`src/rtl/iomem_dbg_pkg.sv`:
```
// Shared types and constants for the byte-stream iomem debug master.
// Holds the FSM state encoding, command/status bytes and response sizing.
package iomem_dbg_pkg;

  typedef enum logic [2:0] {
    S_IDLE = 3'd0,
    S_ADDR = 3'd1,
    S_DATA = 3'd2,
    S_BUS  = 3'd3,
    S_RESP = 3'd4
  } state_e;

  localparam logic [7:0] CMD_WR = 8'h57;
  localparam logic [7:0] CMD_RD = 8'h52;

  localparam logic [7:0] ST_OK  = 8'h4B;
  localparam logic [7:0] ST_TO  = 8'h45;
  localparam logic [7:0] ST_BAD = 8'h3F;

  localparam int RSP_BYTES = 5;
  localparam int RSP_W     = 8 * RSP_BYTES;
  localparam int LEN_W     = 3;

  // Writes and rejected commands answer with a status byte only; reads add 4 data bytes.
  function automatic logic [LEN_W-1:0] rsp_len(input logic is_wr);
    return is_wr ? LEN_W'(1) : LEN_W'(RSP_BYTES);
  endfunction

endpackage

```
`src/rtl/iomem_dbg_txq.sv`:
```
// Response buffer: loads up to 5 bytes in parallel and shifts them out MSB first
// over a valid/ready byte interface.
module iomem_dbg_txq
  import iomem_dbg_pkg::*;
(
  input  logic             clk,
  input  logic             resetn,
  input  logic             load,
  input  logic [RSP_W-1:0] load_word,
  input  logic [LEN_W-1:0] load_len,
  output logic             tx_valid,
  output logic [7:0]       tx_data,
  input  logic             tx_ready,
  output logic             last_done
);

  logic [RSP_W-1:0] sh_q, sh_d;
  logic [LEN_W-1:0] len_q, len_d;
  logic             fire;

  assign tx_valid  = (len_q != '0);
  assign tx_data   = sh_q[RSP_W-1 -: 8];
  assign fire      = tx_valid && tx_ready;
  assign last_done = fire && (len_q == LEN_W'(1));

  // Zeros shift in behind the last byte, so tx_data idles at 0.
  always_comb begin
    sh_d  = sh_q;
    len_d = len_q;
    if (load) begin
      sh_d  = load_word;
      len_d = load_len;
    end else if (fire) begin
      sh_d  = {sh_q[RSP_W-9:0], 8'h00};
      len_d = len_q - LEN_W'(1);
    end
  end

  always_ff @(posedge clk) begin
    if (!resetn) begin
      sh_q  <= '0;
      len_q <= '0;
    end else begin
      sh_q  <= sh_d;
      len_q <= len_d;
    end
  end

endmodule

```
`src/rtl/iomem_dbg_master.sv`:
```
// Host byte stream to iomem initiator: parses 'W'/'R' commands, runs one
// 32-bit bus cycle with timeout, and returns status/data bytes.
//
// state  | meaning
// IDLE   | waiting for a command byte
// ADDR   | collecting 4 address bytes, MSB first
// DATA   | collecting 4 write-data bytes, MSB first
// BUS    | m_valid high, waiting for m_ready or timeout
// RESP   | draining the response buffer to the host
module iomem_dbg_master
  import iomem_dbg_pkg::*;
#(
  parameter int TIMEOUT = 1024,
  parameter int TO_W    = 16
) (
  input  logic        clk,
  input  logic        resetn,
  input  logic        rx_valid,
  input  logic [7:0]  rx_data,
  output logic        rx_ready,
  output logic        tx_valid,
  output logic [7:0]  tx_data,
  input  logic        tx_ready,
  output logic        m_valid,
  input  logic        m_ready,
  output logic [3:0]  m_wstrb,
  output logic [31:0] m_addr,
  output logic [31:0] m_wdata,
  input  logic [31:0] m_rdata,
  output logic        busy
);

  localparam logic [TO_W-1:0] TO_LAST = (TIMEOUT > 0) ? TO_W'(TIMEOUT - 1) : '0;

  state_e            state_q, state_d;
  logic [1:0]        cnt_q, cnt_d;
  logic              wr_q, wr_d;
  logic [31:0]       addr_q, addr_d;
  logic [31:0]       wdata_q, wdata_d;
  logic [TO_W-1:0]   to_cnt_q, to_cnt_d;

  logic              rx_fire;
  logic              to_expire;
  logic              txq_load;
  logic [RSP_W-1:0]  txq_word;
  logic [LEN_W-1:0]  txq_len;
  logic              tx_done;

  assign rx_fire = rx_valid && rx_ready;
  // Fires on the cycle whose stall would bring the count up to TIMEOUT.
  assign to_expire = (TIMEOUT != 0) && (to_cnt_q == TO_LAST);

  always_ff @(posedge clk) begin
    if (!resetn) begin
      state_q  <= S_IDLE;
      cnt_q    <= '0;
      wr_q     <= 1'b0;
      addr_q   <= '0;
      wdata_q  <= '0;
      to_cnt_q <= '0;
    end else begin
      state_q  <= state_d;
      cnt_q    <= cnt_d;
      wr_q     <= wr_d;
      addr_q   <= addr_d;
      wdata_q  <= wdata_d;
      to_cnt_q <= to_cnt_d;
    end
  end

  always_comb begin
    state_d  = state_q;
    cnt_d    = cnt_q;
    wr_d     = wr_q;
    addr_d   = addr_q;
    wdata_d  = wdata_q;
    to_cnt_d = to_cnt_q;
    txq_load = 1'b0;
    txq_word = '0;
    txq_len  = '0;
    case (state_q)
      S_IDLE: begin
        if (rx_fire) begin
          if (rx_data == CMD_WR || rx_data == CMD_RD) begin
            wr_d    = (rx_data == CMD_WR);
            cnt_d   = '0;
            state_d = S_ADDR;
          end else begin
            txq_load = 1'b1;
            txq_word = {ST_BAD, 32'h0};
            txq_len  = rsp_len(1'b1);
            state_d  = S_RESP;
          end
        end
      end
      S_ADDR: begin
        if (rx_fire) begin
          addr_d = {addr_q[23:0], rx_data};
          cnt_d  = cnt_q + 2'd1;
          if (cnt_q == 2'd3) begin
            to_cnt_d = '0;
            state_d  = wr_q ? S_DATA : S_BUS;
          end
        end
      end
      S_DATA: begin
        if (rx_fire) begin
          wdata_d = {wdata_q[23:0], rx_data};
          cnt_d   = cnt_q + 2'd1;
          if (cnt_q == 2'd3) begin
            to_cnt_d = '0;
            state_d  = S_BUS;
          end
        end
      end
      S_BUS: begin
        // m_ready has priority over a timeout landing on the same cycle.
        if (m_ready) begin
          txq_load = 1'b1;
          txq_word = {ST_OK, (wr_q ? 32'h0 : m_rdata)};
          txq_len  = rsp_len(wr_q);
          state_d  = S_RESP;
        end else if (to_expire) begin
          txq_load = 1'b1;
          txq_word = {ST_TO, 32'h0};
          txq_len  = rsp_len(wr_q);
          state_d  = S_RESP;
        end else begin
          to_cnt_d = to_cnt_q + 1'b1;
        end
      end
      S_RESP: begin
        if (tx_done) state_d = S_IDLE;
      end
      default: state_d = S_IDLE;
    endcase
  end

  // rx_ready is gated by resetn so no byte is consumed while reset is held.
  always_comb begin
    rx_ready = 1'b0;
    m_valid  = 1'b0;
    busy     = (state_q != S_IDLE);
    m_wstrb  = wr_q ? 4'hF : 4'h0;
    case (state_q)
      S_IDLE, S_ADDR, S_DATA: rx_ready = resetn;
      S_BUS:                  m_valid  = 1'b1;
      default:                rx_ready = 1'b0;
    endcase
  end

  assign m_addr  = addr_q;
  assign m_wdata = wdata_q;

  iomem_dbg_txq u_txq (
    .clk       (clk),
    .resetn    (resetn),
    .load      (txq_load),
    .load_word (txq_word),
    .load_len  (txq_len),
    .tx_valid  (tx_valid),
    .tx_data   (tx_data),
    .tx_ready  (tx_ready),
    .last_done (tx_done)
  );

endmodule

```
`config.mk`:
```
export PLATFORM = sky130hd
export DESIGN_NAME = iomem_dbg_master
export DESIGN_NICKNAME = d
export VERILOG_FILES = /design/src/rtl/iomem_dbg_pkg.sv /design/src/rtl/iomem_dbg_txq.sv /design/src/rtl/iomem_dbg_master.sv
export SDC_FILE = /design/constraint.sdc
export NUM_CORES = 1
export LEC_CHECK = 0
export ABC_AREA = 1
export CORE_MARGIN = 4
export CORE_UTILIZATION = 50
export CTS_BUF_LIST = sky130_fd_sc_hd__clkbuf_8
export DETAILED_ROUTE_END_ITERATION = 10
export PLACE_DENSITY = 0.78
export SETUP_SLACK_MARGIN = 0.4
export SLEW_MARGIN = 5
export SYNTH_ARGS = -nofsm -noshare
export SYNTH_HDL_FRONTEND = slang
export SYNTH_SLANG_ARGS = --single-unit
```
`constraint.sdc`:
```
create_clock -name clk -period 2.1 [get_ports clk]
set_clock_uncertainty 0.05 [all_clocks]
set_input_delay 0.63 -clock clk [delete_from_list [all_inputs] [get_ports clk]]
set_output_delay 0.63 -clock clk [all_outputs]
set_load 0.02 [all_outputs]
```
# ---- Word level (Yosys, flattened, before mapping)
# Cells that the tools add are included.
dict set report totals {
  register_bits 129
  inputBits 45
  output_inout_bits 80
  elab_cells 94
}
dict set report op_classes {
  n_addsub 3
  eq_ne 21
  mux 44
  n_reduce_logical 18
}
# operator count
set op_table {}
lappend op_table {{$mux W40} 2}
lappend op_table {{$mux W39} 2}
lappend op_table {{$pmux W39 S2} 1}
lappend op_table {{$mux W38} 2}
lappend op_table {{$mux W16} 4}
lappend op_table {{$mux W3} 14}
lappend op_table {{$mux W32} 1}
lappend op_table {{$pmux W16 S2} 1}
lappend op_table {{$ne A2 B2 Y1 const B} 9}
lappend op_table {{$add A16 B1 Y16 const B} 1}
lappend op_table {{$eq A16 B10 Y1 const B} 1}
lappend op_table {{$eq A8 B7 Y1 const B} 2}
lappend op_table {{$pmux W3 S5} 1}
lappend op_table {{$mux W1} 9}
lappend op_table {{$reduce_and A7 Y1} 1}
lappend op_table {{$eq A3 B1 Y1 const B} 2}
lappend op_table {{$eq A3 B2 Y1 const B} 2}
lappend op_table {{$mux W2} 3}
lappend op_table {{$pmux W3 S2} 1}
lappend op_table {{$reduce_bool A2 Y1} 3}
lappend op_table {{$reduce_bool A3 Y1} 2}
lappend op_table {{$reduce_and A5 Y1} 1}
lappend op_table {{$mux W4} 1}
lappend op_table {{$ne A2 B1 Y1 const B} 2}
lappend op_table {{15 further kinds} 18}

# ---- Depth between registers and ports, before layout
# Gate-level depths: netlist of run 1.
dict set report logic_depth {
  depth_word 7
  depth_mapped 12
  ltp_nobuf 11
}

# ---- Hierarchy
# A second synthesis of run 1 with hierarchy kept.
dict set report unflattened {
  hier_cells 934
  area_unflattened_um2 7041.8
}
# mod n_inst cells_per_inst area_each_um2 seq_area_each_um2
set by_module_without_submodules {}
lappend by_module_without_submodules {iomem_dbg_master 1 609 4423.0 1721.7}
lappend by_module_without_submodules {iomem_dbg_txq 1 325 2618.8 860.8}

# ---- Worst setup path after synthesis of run 1
# Ideal clock, no wire load.
dict set report synth_path {
  path_type {input to output}
  start {in resetn}
  end {out rx_ready}
  arrival_ns 1.285
  required_time_ns 1.420
  path_slack_ns 0.135
  path_stages 4
  path_buffers 2
  path_cell_list {clkbuf_1 buf_2 nand2_1 inv_1}
}
dict set report synth_between {
  elab_chain_len 1
}
# item line
set synth_rtl {}
lappend synth_rtl {{start: declaration} iomem_dbg_master.sv:17} ;# input logic resetn,
lappend synth_rtl {{$mux W1} iomem_dbg_master.sv:145} ;# case (state_q)
lappend synth_rtl {{end: declaration} iomem_dbg_master.sv:20} ;# output logic rx_ready,
# No other way between the ends.

# ---- Worst setup path after layout of run 1
dict set report layout_path {
  start {reg state_q[1]}
  end {out busy}
}
dict set report layout_between {
  elab_chain_len 1
}
# item line
set layout_rtl {}
lappend layout_rtl {{start: declaration} iomem_dbg_master.sv:35} ;# state_e state_q, state_d;
lappend layout_rtl {{start signal: assignment} iomem_dbg_master.sv:62} ;# state_q <= state_d;
lappend layout_rtl {{$reduce_bool A3 Y1} iomem_dbg_master.sv:143} ;# busy = (state_q != S_IDLE);
lappend layout_rtl {{end: declaration} iomem_dbg_master.sv:30} ;# output logic busy
# No other way between the ends.

==> results.cfg, run 1 <==
[yosys]
synthArstFlopShare = 0
synth_largest_area_cell = dfxtp_1
yosysMostFrequentCell = nor2_1
syn_inst = 866
synth_top_area_frac = 0.431
syn-mean-instance-area_um2 = 6.91
yosys-top-cells-area = dfxtp_1, nor2_1, nand2_1
synth_seq_cells = 129
synth_edf_count = 0
synth_area_um2 = 5990
synth_common_cells = nor2_1, nand2_1, dfxtp_1
yosys_warnings = 0
synth_top_flop_cell = dfxtp_1
synth_nets = 916
yosysUniqueCellTypes = 35
synth-seq-area-share = 0.431

[worst_hold_path]
hold_start = m_wdata[25]
min_path_type = reg -> reg

[detailed_routing]
wirelength_mm = 24.4
drc_errors = 0
vias = 7153
routedWlPerCell_um = 20.0
first_pass_iters = 8
drtAntennaViolNets = 0
via_per_inst = 5.87
drtIter0Drc = 814

[global_route]
antenna_found_initial = 0
overflow = 0
grt_pass1_wl_mm = 28.4
grt_max_degree = 101
grt_pass1_vias = 5801
track_usage = 0.249

[place]
port_buffers = 124
dp_slack_ns = -0.237
gp_congestion = 0.829
dp_hpwl_mm = 10.3
dp.cells = 1125

[worst_setup_path]
crit_start = state_q[1]
critPathCaptureType = primary output
path_cells = inv_6 > nand2_4 > nor2_4 > inv_2 > buf_6
path_buf_inv = 3
critical-path-max-stage-delay_ns = 0.39
cp_slowest_cell = dfxtp_4
critPathMaxFanout = 5
critical_path_arrival_ns = 1.31
worst_setup_path_start_kind = flop
path_class = reg -> out
r2r_setup_slack_ns = 0.13
r2r_start = state_q[0]
path_delay_family = flip-flops
crit_required_ns = 1.42

[timing]
clock.fmax_ghz = 0.502
slew_headroom = 0.645
fin_tns_setup_ns = 0
finalHoldViolations = 0
rsz0062_at_grt = true
drv_slew = 0
tightest_slew_ns = 0.533
fin_crit_sh = 0.948
fin_crit_ns = 1.99
setup_violations = 0
fin_ws_ns = 0.109

[finish]
seqCellArea_um2 = 2690
multi_input_area_um2 = 3810
nets = 1113
area_delta_synth_final_pct = 67.4
num_antenna_cells = 0
drive_gt1_frac = 0.480
fillers = 547
final_cells = 1219

[floorplanning]
die_y_um = 117
num_rows = 39
pin_count = 125
start_util = 0.518
die_area_um2 = 13800
die_w_um = 117
core_area_um2 = 11600

[power_and_ir_drop]
power_leakage_nw = 4.59
peakVddDrop_uv = 862
power.density_nw_per_um2 = 1160
total_power_w = 0.0117

[clocking]
clk_pin_slew_ns = 0.09
clkLatencyLatePin_ns = 0.48
cts-root-buf = clkbuf_8
numCtsBuffers = 17
cts_hold_buffers = 0
cts.htree.levels = 4
cts_sinks = 129
cts_buffer_depth = 2
cts_tree = done

[run_status]
run_status = finished clean

[run]
maxCapViolCount = 0
-- layout make-up --
cell class / instances / share of cell area
clock buffers: 18 / 0.0247
flip-flops and latches: 129 / 0.268
multi-input cells: 576 / 0.380
repair buffers: 238 / 0.249
inverters: 101 / 0.0408
clock inverters: 14 / 0.0190
well taps: 143 / 0.0179
-- sequential cells by signal (all words and copies together) (netlist names) --
register     cells
cnt_q            2
u_txq.len_q      3
wr_q             1
m_addr          32
u_txq.sh_q      40
state_q          3
to_cnt_q        16
m_wdata         32
-- metrics by stage --
step	utilization	hold slack [ns]	cell area, um2
floorplan	-	0.412	6030
global placement	0.659	0.381	7620
finish	0.867	0.404	10000
detailed placement	0.659	0.384	7620
CTS	0.727	0.394	8410
global route	0.867	0.423	10000
-- worst min-delay path, stage by stage, from the launching register on --
cell and delay, ns:
dfxtp_1 0.31, inv_1 0.05, a21oi_1 0.05
-- repair_timing --
action | in CTS | in global routing
gates cloned | 7 | 16
gates resized for setup | 448 | 416
endpoints found under the setup margin | 199 | 160
pin swaps | 34 | 82
buffers inserted | 21 | 18
-- kinds of logic (layout without fill, tap and decap cells) --
kind of cell,count (synthesis),in the layout,share of synthesized area
and+or+nand+nor,386,386,0.275
AOI/OAI and AO/OA,174,174,0.148
buffers and inverters,161,371,0.118
DFF,129,129,0.431
xor gates and xnor gates,10,10,0.0146
adders and majority gates,5,5,0.0104
muxes,1,1,0.00167
-- layout by cell type, fill, tap and decap left out, types with 27 or more instances in the layout --
cell type,netlist,layout
dfxtp_1,129,80
buf_4,18,102
nand2_4,1,43
inv_1,90,82
buf_2,10,27
o21ai_2,1,45
clkdlybuf4s50_1,0,35
nand2_1,143,86
nor2_4,3,36
nor2_1,165,115
dfxtp_2,0,32
o21ai_0,87,39
a21oi_2,1,36
a21oi_1,65,28
-- power by group --
part / internal [W] / leakage [nW] / switching [W]
clock network: 0.00132 / 0.218 / 0.00108
registers: 0.00296 / 1.08 / 0.000433
logic: 0.00261 / 3.30 / 0.00326
-- worst paths after layout --
check,cells past startpoint,endpoint
max,5,busy
min,2,m_wdata[25]
max reg2reg,10,m_addr[3]
min reg2reg,2,m_wdata[25]
-- metal layers --
layer  wire length [um]  GRT usage  vias to the layer above  share of wire
li1                   -          -                     3168              -
met3               1900     0.0597                      140          0.078
met1               8990      0.315                     3385           0.37
met5                  0          0                        -              0
met4               1370      0.115                        0          0.056
met2              12200      0.402                      460           0.50
(Power assumes the default switching activity.)
==> run 2, diff against run 1 <==
--- a/config.mk
+++ b/config.mk
@@ -6,6 +6,7 @@
 export NUM_CORES = 1
 export LEC_CHECK = 0
 export ABC_AREA = 1
+export CAP_MARGIN = 25
 export CORE_MARGIN = 4
 export CORE_UTILIZATION = 50
 export CTS_BUF_LIST = sky130_fd_sc_hd__clkbuf_8
==> results of run 2 <==
Final layout, timing and power as in run 1 (identical DEF).
==> run 3, diff against run 2 <==
--- a/config.mk
+++ b/config.mk
@@ -6,13 +6,11 @@
 export NUM_CORES = 1
 export LEC_CHECK = 0
 export ABC_AREA = 1
-export CAP_MARGIN = 25
 export CORE_MARGIN = 4
 export CORE_UTILIZATION = 50
 export CTS_BUF_LIST = sky130_fd_sc_hd__clkbuf_8
 export DETAILED_ROUTE_END_ITERATION = 10
 export PLACE_DENSITY = 0.78
-export SETUP_SLACK_MARGIN = 0.4
 export SLEW_MARGIN = 5
 export SYNTH_ARGS = -nofsm -noshare
 export SYNTH_HDL_FRONTEND = slang
==> run 3 against run 2 <==
  * Sequential cell count stayed put
  * Sequential power is 5% lower
  * Clock-buffer cell count rose by 1
  * Non-clock buffer count shrank 59
  * Core utilization decreased by 17 points
  * Highest routed layer unchanged
  * Largest cell class unchanged
  * Largest power group unchanged
==> results.cfg, run 3 (synthesized netlist as in run 1, its figures left out) <==
[finish]
drive_gt1_frac = 0.123
largest_register_ffs = 40
layout_common_cells = nor2_1, nand2_1, dfxtp_1, inv_1, o21ai_0
num_antenna_cells = 0
final_cells = 1159
regMostFlops = u_txq.sh_q
nets = 1054
layout.cells.most_common = nor2_1
area_delta_synth_final_pct = 33.7
fillers = 966

[floorplanning]
pin_count = 125
start_util = 0.518
die_y_um = 117
core_area_um2 = 11600
num_rows = 39
die_area_um2 = 13800
die_w_um = 117

[clocking]
cts_sinks = 129
cts_hold_buffers = 0
cts_tree = done
cts-root-buf = clkbuf_8
numCtsBuffers = 17
clk_pin_slew_ns = 0.08
cts_buffer_depth = 2
clkLatencyLatePin_ns = 0.43
cts.htree.levels = 4

[power_and_ir_drop]
p_seq_frac = 0.355
p_int_w = 0.00569
p_sw_w = 0.00340
power_frac_comb = 0.398
switching_share = 0.374
power.density_nw_per_um2 = 1140
clkPwrFrac = 0.248
peakVddDrop_uv = 626
total_power_w = 0.00909
power_leakage_nw = 3.96

[worst_setup_path]
critPathMaxFanout = 2
critical_path_arrival_ns = 1.38
cp_slowest_cell = clkdlybuf4s50_1
critPathCaptureType = primary output
r2r_setup_slack_ns = 0.23
path_cells = clkdlybuf4s50_1
path_delay_family = buffers and inverters
crit_required_ns = 1.42
regToRegEndpoint = u_txq.sh_q[11]
r2r_start = to_cnt_q[0]
critical-path-max-stage-delay_ns = 0.60
worst_setup_path_start_kind = flop
path_buf_inv = 1
path_class = reg -> out
r2r_cells = 11

[global_route]
overflow = 0
track_usage = 0.213
antenna_found_initial = 0
grt_pass1_wl_mm = 25.0
grt_pass1_vias = 5335
grt_max_degree = 101

[timing]
slew_headroom = 0.750
rsz0062_at_grt = false
tightest_slew_ns = 0.375
fin_crit_sh = 0.980
setup_violations = 0
clock.fmax_ghz = 0.486
drv_slew = 0
finalHoldViolations = 0
fin_tns_setup_ns = 0
fin_crit_ns = 2.06
fin_hold_ws_ns = 0.393

[worst_hold_path]
min_path_type = reg -> reg
whs_endpoint = m_wdata[24]
hold_start = m_wdata[24]
hold_depth = 2

[detailed_routing]
drtIter0Drc = 579
wl_met1_mm = 6.96
drc_errors = 0
routedWlPerCell_um = 12.7
top_layer_used = met4
met2_length_mm = 6.92
wirelength_mm = 14.8
vias = 5702
first_pass_iters = 5
drtAntennaViolNets = 0
dr_wl_met3_um = 657
via_per_inst = 4.92

[place]
gp_congestion = 0.818
port_buffers = 124
dp_hpwl_mm = 10.4
dp.cells = 1126

[run]
maxCapViolCount = 0

[run_status]
run_status = finished clean
-- run 3: cell types whose count changed in the layout (fill, tap and decap cells not counted), sizes merged, moves of 13 or more --
cell / change
buf: -126
clkbuf: -13
clkdlybuf4s50: +23
dlygate4sd2: +41
dlymetal6s2s: +16
-- run 3: area by class of cell --
type	count	area (um2)	area share
clock buffer	19	262	0.0327
inverter	101	382	0.0477
multi-input combinational	576	2710	0.339
timing repair buffer	179	1720	0.215
sequential	129	2590	0.323
tap	143	179	0.0224
clock inverter	12	158	0.0197
-- run 3: stage by stage --
stage	setup slack, ns	util	cell area [um2]
detailed placement	-0.347	0.655	7570
floorplan	0.135	-	5990
finish	0.0429	0.692	8000
global placement	-0.301	0.655	7570
CTS	0.000105	0.688	7960
global route	0.00372	0.692	8000
-- run 3: layer usage --
layer	GRT usage	vias up
li1	-	3011
met1	0.283	2545
met4	0.0638	0
met3	0.0481	21
met5	0	-
met2	0.348	125
-- run 3: power by group through the flow --
stage / Sequential [W] / Combinational, W / Clock (W)
6_report: 0.00323 / 0.00361 / 0.00225
3_3_place_gp: 0.00325 / 0.00358 / 0
4_1_cts: 0.00321 / 0.00363 / 0.00228
3_5_place_dp: 0.00326 / 0.00365 / 0
5_1_grt: 0.00327 / 0.00405 / 0.00240
2_1_floorplan: 0.00334 / 0.00223 / 0
-- run 3: worst max path at each step --
stage                         from              to  slack [ns]  cells past startpoint
floorplan                   resetn        rx_ready        0.14                      4
global placement        rx_data[6]  u_txq.sh_q[37]       -0.30                      9
detailed placement      rx_data[6]  u_txq.sh_q[34]       -0.35                     10
CTS                     m_addr[19]      m_addr[19]      0.0001                      1
global route        u_txq.sh_q[36]      tx_data[4]       0.004                      1
finish                 m_wdata[26]     m_wdata[26]        0.04                      1
-- run 3: repair_timing --
item,4_1_cts,5_1_grt
resized for setup,61,23
setup buffers,2,0
endpoints found under the setup margin,49,37
